$ cat src/rtl/vga_timing_pkg.sv
// rtl/vga_timing_pkg.sv - VGA mode constants and timing helpers
package vga_timing_pkg;

    // 800x600 @ 60 Hz (40 MHz pixel clock)
    localparam int SVGA_H_ACTIVE = 800;
    localparam int SVGA_H_FP     = 40;
    localparam int SVGA_H_SYNC   = 128;
    localparam int SVGA_H_BP     = 88;
    localparam int SVGA_V_ACTIVE = 600;
    localparam int SVGA_V_FP     = 1;
    localparam int SVGA_V_SYNC   = 4;
    localparam int SVGA_V_BP     = 23;
    localparam bit SVGA_HSYNC_POL = 1'b1;
    localparam bit SVGA_VSYNC_POL = 1'b1;

    // 640x480 @ 60 Hz (25.175 MHz pixel clock)
    localparam int VGA_H_ACTIVE = 640;
    localparam int VGA_H_FP     = 16;
    localparam int VGA_H_SYNC   = 96;
    localparam int VGA_H_BP     = 48;
    localparam int VGA_V_ACTIVE = 480;
    localparam int VGA_V_FP     = 10;
    localparam int VGA_V_SYNC   = 2;
    localparam int VGA_V_BP     = 33;
    localparam bit VGA_HSYNC_POL = 1'b0;
    localparam bit VGA_VSYNC_POL = 1'b0;

    localparam int DEFAULT_CW = 12;

    // True when a counter of cw bits can reach total-1
    function automatic bit timing_fits(input int total, input int cw);
        return longint'(total - 1) < (longint'(1) << cw);
    endfunction

endpackage

$ cat src/rtl/vga_axis_counter.sv
// rtl/vga_axis_counter.sv - one raster axis counter with region decode
module vga_axis_counter #(
    parameter int ACTIVE = 800,
    parameter int FP     = 40,
    parameter int SYNC   = 128,
    parameter int BP     = 88,
    parameter int CW     = 12
) (
    input  logic          i_clock,
    input  logic          i_reset,
    input  logic          i_step,
    output logic [CW-1:0] o_count,
    output logic          o_wrap,
    output logic          o_in_active,
    output logic          o_in_sync
);

    localparam int TOTAL = ACTIVE + FP + SYNC + BP;
    localparam logic [CW-1:0] LAST       = CW'(TOTAL - 1);
    localparam logic [CW-1:0] ACTIVE_END = CW'(ACTIVE);
    localparam logic [CW-1:0] SYNC_BEG   = CW'(ACTIVE + FP);
    localparam logic [CW-1:0] SYNC_END   = CW'(ACTIVE + FP + SYNC);

    logic [CW-1:0] count_q;
    logic [CW-1:0] count_d;

    assign o_wrap = (count_q == LAST);

    // Next count: wrap to zero after the last tick of the axis
    always_comb begin
        count_d = o_wrap ? '0 : count_q + CW'(1);
    end

    // Counter advances only on steps; reset returns to the axis origin
    always_ff @(posedge i_clock) begin
        if (i_reset) begin
            count_q <= '0;
        end else if (i_step) begin
            count_q <= count_d;
        end
    end

    assign o_count     = count_q;
    assign o_in_active = (count_q < ACTIVE_END);
    assign o_in_sync   = (count_q >= SYNC_BEG) && (count_q < SYNC_END);

endmodule

$ cat src/rtl/vga_timing_gen.sv
// rtl/vga_timing_gen.sv - parametrised VGA raster timing generator
module vga_timing_gen
    import vga_timing_pkg::*;
#(
    parameter int H_ACTIVE  = SVGA_H_ACTIVE,
    parameter int H_FP      = SVGA_H_FP,
    parameter int H_SYNC    = SVGA_H_SYNC,
    parameter int H_BP      = SVGA_H_BP,
    parameter int V_ACTIVE  = SVGA_V_ACTIVE,
    parameter int V_FP      = SVGA_V_FP,
    parameter int V_SYNC    = SVGA_V_SYNC,
    parameter int V_BP      = SVGA_V_BP,
    parameter bit HSYNC_POL = SVGA_HSYNC_POL,
    parameter bit VSYNC_POL = SVGA_VSYNC_POL,
    parameter int CW        = DEFAULT_CW
) (
    input  logic          i_clock,
    input  logic          i_reset,
    input  logic          i_pix_en,
    output logic          o_hsync,
    output logic          o_vsync,
    output logic          o_active,
    output logic [CW-1:0] o_x,
    output logic [CW-1:0] o_y,
    output logic          o_line_start,
    output logic          o_frame_start
);

    localparam int H_TOTAL = H_ACTIVE + H_FP + H_SYNC + H_BP;
    localparam int V_TOTAL = V_ACTIVE + V_FP + V_SYNC + V_BP;

    if (H_ACTIVE < 1 || H_FP < 1 || H_SYNC < 1 || H_BP < 1 ||
        V_ACTIVE < 1 || V_FP < 1 || V_SYNC < 1 || V_BP < 1) begin : g_bad_timing
        $fatal(1, "vga_timing_gen: every active/porch/sync parameter must be >= 1");
    end
    if (!timing_fits(H_TOTAL, CW) || !timing_fits(V_TOTAL, CW)) begin : g_bad_cw
        $fatal(1, "vga_timing_gen: CW too narrow for H_TOTAL/V_TOTAL");
    end

    logic [CW-1:0] h_count;
    logic [CW-1:0] v_count;
    logic          h_wrap;
    logic          v_wrap_unused;
    logic          h_in_active;
    logic          h_in_sync;
    logic          v_in_active;
    logic          v_in_sync;

    vga_axis_counter #(
        .ACTIVE (H_ACTIVE),
        .FP     (H_FP),
        .SYNC   (H_SYNC),
        .BP     (H_BP),
        .CW     (CW)
    ) u_h_axis (
        .i_clock     (i_clock),
        .i_reset     (i_reset),
        .i_step      (i_pix_en),
        .o_count     (h_count),
        .o_wrap      (h_wrap),
        .o_in_active (h_in_active),
        .o_in_sync   (h_in_sync)
    );

    vga_axis_counter #(
        .ACTIVE (V_ACTIVE),
        .FP     (V_FP),
        .SYNC   (V_SYNC),
        .BP     (V_BP),
        .CW     (CW)
    ) u_v_axis (
        .i_clock     (i_clock),
        .i_reset     (i_reset),
        .i_step      (i_pix_en && h_wrap),
        .o_count     (v_count),
        .o_wrap      (v_wrap_unused),
        .o_in_active (v_in_active),
        .o_in_sync   (v_in_sync)
    );

    logic          hsync_q, hsync_d;
    logic          vsync_q, vsync_d;
    logic          active_q, active_d;
    logic [CW-1:0] x_q, x_d;
    logic [CW-1:0] y_q, y_d;
    logic          line_start_q, line_start_d;
    logic          frame_start_q, frame_start_d;

    // Decode of the pre-increment position, polarity applied here
    always_comb begin
        hsync_d       = h_in_sync ? HSYNC_POL : ~HSYNC_POL;
        vsync_d       = v_in_sync ? VSYNC_POL : ~VSYNC_POL;
        active_d      = h_in_active && v_in_active;
        x_d           = h_count;
        y_d           = v_count;
        line_start_d  = (h_count == '0);
        frame_start_d = (h_count == '0) && (v_count == '0);
    end

    // Output register: levels hold while gated, strobes drop so they stay one cycle wide
    always_ff @(posedge i_clock) begin
        if (i_reset) begin
            hsync_q       <= ~HSYNC_POL;
            vsync_q       <= ~VSYNC_POL;
            active_q      <= 1'b0;
            x_q           <= '0;
            y_q           <= '0;
            line_start_q  <= 1'b0;
            frame_start_q <= 1'b0;
        end else if (i_pix_en) begin
            hsync_q       <= hsync_d;
            vsync_q       <= vsync_d;
            active_q      <= active_d;
            x_q           <= x_d;
            y_q           <= y_d;
            line_start_q  <= line_start_d;
            frame_start_q <= frame_start_d;
        end else begin
            line_start_q  <= 1'b0;
            frame_start_q <= 1'b0;
        end
    end

    assign o_hsync       = hsync_q;
    assign o_vsync       = vsync_q;
    assign o_active      = active_q;
    assign o_x           = x_q;
    assign o_y           = y_q;
    assign o_line_start  = line_start_q;
    assign o_frame_start = frame_start_q;

endmodule

$ cat config.mk
export PLATFORM = sky130hd
export DESIGN_NAME = vga_timing_gen
export DESIGN_NICKNAME = d
export VERILOG_FILES = /design/src/rtl/vga_timing_pkg.sv /design/src/rtl/vga_axis_counter.sv /design/src/rtl/vga_timing_gen.sv
export SDC_FILE = /design/constraint.sdc
export NUM_CORES = 1
export LEC_CHECK = 0
export ABC_AREA = 1
export CORE_UTILIZATION = 59
export DETAILED_ROUTE_END_ITERATION = 10
export PLACE_DENSITY = 0.84
export SYNTH_ARGS = -nofsm -noshare
export SYNTH_HDL_FRONTEND = slang
export SYNTH_SLANG_ARGS = --single-unit
$ cat constraint.sdc
create_clock -name i_clock -period 3.5 [get_ports i_clock]
set_clock_uncertainty 0.2 [all_clocks]
set_input_delay 0.7 -clock i_clock [delete_from_list [all_inputs] [get_ports i_clock]]
set_output_delay 0.7 -clock i_clock [all_outputs]
set_load 0.1 [all_outputs]
Word level (Yosys, flattened, before mapping) --
Cells that the tools add are included.
Storage, ports and cells: ROM bits 0, bits in registers 53, output and inout bits 29, memories 0, input port bits 3, logic and storage cells 32, memory bits (writable) 0, latch bits 0
Operators by class: $mul 0, eq/ne operators 2, divide/modulo/power cells 0, add/subtract/negate cells 2, bitwise operators 1, muxes and demuxes 4, reduce and logical (&&, ||, !) cells 8, magnitude comparators 6, shifts and indexed selects 0
Operators by type and width (count):
- < comparator 12 x 10 -> 1 bit (second input constant) | 4
- adder 12 x 1 -> 12 bit (second input constant) | 2
- greater-or-equal comparator 12 x 10 -> 1 bit (second input constant) | 2
- zero test 12 bit | 2
- 2-to-1 mux 12 bit | 2
- == test 12 x 10 -> 1 bit (second input constant) | 1
- == test 12 x 11 -> 1 bit (second input constant) | 1
- logical AND 1 bit | 5
- 2-to-1 mux 1 bit | 2
- OR reduction 2 bit | 1
- inverter 1 bit | 1

Depth between registers and ports, before layout --
depth after elaboration 3, depth in mapped cells 10, gate-level depth less buffers 9

Hierarchy --
A second synthesis with hierarchy kept.
Unflattened totals: cell total of the unflattened synthesis 355, area, all modules 2517.4 µm²
By module, submodules not included:
- vga_timing_gen | sequential area each 580.6 µm², area an instance 1114.8 µm², cells an instance 148, instances 1
- vga_axis_counter (u_v_axis) | sequential area each 240.2 µm², area an instance 709.4 µm², cells an instance 107, instances 1
- vga_axis_counter (u_h_axis) | sequential area each 240.2 µm², area an instance 693.2 µm², cells an instance 100, instances 1

Worst setup path after synthesis --
OpenSTA, ideal clock, no wires.
kind register -> output, start register x_q[11], in the netlist o_x[11], end output o_x[11], slack 1.675 ns, arrival 0.925 ns, buffers on the path 0, stages on the path, launching flop included 1, data required time 2.600 ns, cell sequence dfxtp_1
RTL lines:
- from (decl) | line vga_timing_gen.sv:84 | logic [CW-1:0] x_q, x_d;
- from (signal assigned) | line vga_timing_gen.sv:106 | x_q <= '0;
- from (signal assigned) | line vga_timing_gen.sv:114 | x_q <= x_d;
- to (decl) | line vga_timing_gen.sv:23 | output logic [CW-1:0] o_x,
No word-level cell between the ends.

==> reports/summary.txt <==
CTS tree - yes
Worst Path Required - 3500 ps
number of global-route vias before repair - 1942
worst vdd ir - 336 uV
HPWL after detailed placement - 4.10 mm
Placer Congestion - 0.928
initial core utilization - 61.8%
initial antenna violation count - 0
final hold violations - 0
share of layout cells above drive strength 1 - 11.6%
drt pass-1 iters - 4
WL per Instance - 13.0 um
gr ovfl total - 0
critical path launch point type - input pin
Avg Inst Size Synth - 7.02 um2
Synth async-reset ratio - 0%
max-cap viol count - 0
Post CTS Setup Buffer Count - 0
drc violations - 0
later-pin clock latency in the skew report - 310 ps
synth-to-layout area growth - 13.7%
cell taking the most area after synthesis - dfxtp_1
Final Routed Wirelength - 5.60 mm
row count - 23
commonest non-fill, non-tap cell in the layout - nand2_1
status - finished clean
RSZ-0062 raised after global routing - false
Sum Neg Setup Slack - 0 ps
routed vias - 2288
CTS sink cnt - 53
crit end category - flip-flop
Hold-fix buffers, CTS - 0
Die H - 66.7 um
minimum clock period - 2490 ps
Max Fanout on Critical Path - 28
Via density - 5.32
H-tree depth - 2
pin count of the biggest net entering global routing - 52
Ys Warns - 0
FF+latch count, synth - 53
mapped cell area - 2470 um2
DIE AREA - 4450 um2
Power Dens Cells - 412 nW/um2
CTS Buf Count - 5
Yosys top cell area share - 42.9%
Slew Viols, Final - 0
leak pwr - 1.13 nW
final net count - 388
relative slew slack - 54.3%
Port Buffers - 31
drt initial violations - 150
global-route wire length before repair - 8.82 mm
crit share post-route - 71.2%
CORE AREA - 4000 um2
HP Class - flip-flop to flip-flop
synthesized net count - 361
number of enable flip-flop cells after synthesis - 0
arrival time at the worst endpoint - 2490 ps
Chip Width - 66.7 um
hold_ws - 271 ps
filler cell count in the final layout - 340
Syn Inst Count - 352
clk slew on worst S/H paths - 90 ps
GR Util All Layers - 26.9%
Worst-Margin Slew - 682 ps
post-synthesis sequential area ratio - 42.9%
CTS Root Cell - clkbuf_8
max frequency - 0.401 GHz
ant diodes - 0
final antenna-violating net count - 0
Final Setup Violations - 0
synth unique cells - 21
CTS max path bufs - 2
io pins - 32
Synth area leaders - dfxtp_1, nand2_1, nor2_1
Post-CTS Resized - 0
worst setup path category - input pin to flip-flop
Main synth FF type - dfxtp_1
most frequent cells in the layout - nand2_1, nor2_1, dfxtp_1, inv_1
## cell families (layout without fill, tap and decap cells)
logic type | Yosys count | count (layout) | share of synthesized area, %
AOI/OAI and AO/OA | 64 | 64 | 13.7
xor gates and xnor gates | 6 | 6 | 2.13
adders and majority gates | 6 | 6 | 3.04
buffers and inverters | 48 | 76 | 7.75
DFF | 53 | 53 | 42.9
and+or+nand+nor | 175 | 175 | 30.4
## sequential cells by signal, summed over array words and instances (netlist names)
| signal | cells |
|---|---|
| o_y | 12 |
| o_hsync | 1 |
| o_line_start | 1 |
| u_h_axis.o_count | 12 |
| u_v_axis.o_count | 12 |
| o_vsync | 1 |
| o_x | 12 |
| o_frame_start | 1 |
| o_active | 1 |
## Yosys cell counts, types with 3 or more instances
master    number
a21oi_1       31
buf_2          3
clkbuf_1       8
dfxtp_1       53
ha_1           6
inv_1         34
nand2_1       69
nand3_1       20
nand4_1       17
nor2_1        59
nor3_1         6
o21ai_0       29
xor2_1         6
## path summary, 6_finish.rpt
path | startpoint | end | slack, ps | cells past startpoint
worst max register to register | u_h_axis.o_count[0] | u_v_axis.o_count[0] | 1320 | 8
worst max-delay path | i_reset | u_v_axis.o_count[0] | 1010 | 5
worst min-delay path | o_hsync | o_hsync | 270 | 2
worst min register to register | o_hsync | o_hsync | 270 | 2
## critical path, cell delays in order
cell	delay, ps
clkdlybuf4s50_1	460
buf_4	230
clkinv_1	590
nand2_1	390
o21ai_0	110
## layer usage
metal	GRT usage (%)	share of wire [%]	vias to the layer above
li1	-	-	1207
met1	32.6	45	1019
met2	43.8	48	52
met3	6.16	4.6	10
met4	14.1	2.3	0
met5	0	0	-
## per-stage QoR
step / setup slack (ps) / area (um2) / power, mW / std cells / util (%)
after floorplan: 1670 / 2470 / 0.795 / 352 / -
after global placement: 731 / 2720 / 0.830 / 422 / 68.0
after detailed placement: 664 / 2720 / 0.832 / 422 / 68.0
after CTS: 992 / 2810 / 1.17 / 430 / 70.2
after global routing: 791 / 2810 / 1.20 / 430 / 70.2
final: 1010 / 2810 / 1.16 / 430 / 70.2
## cell type report
type | instances | area (um2) | share of cell area [%]
multi-input cells | 251 | 1220 | 43.4
flip-flops and latches | 53 | 1060 | 37.8
repair buffers | 33 | 248 | 8.82
inverters | 35 | 131 | 4.68
clock buffers | 6 | 72.6 | 2.58
well taps | 50 | 62.6 | 2.23
clock inverters | 2 | 15.0 | 0.535
## power breakdown
| part | switching [mW] | internal, mW |
|---|---|---|
| Clock | 0.198 | 0.141 |
| Combinational | 0.153 | 0.0350 |
| Sequential | 0.00976 | 0.620 |
| Total | 0.361 | 0.796 |
No activity file was read; power rests on OpenSTA's default activity.
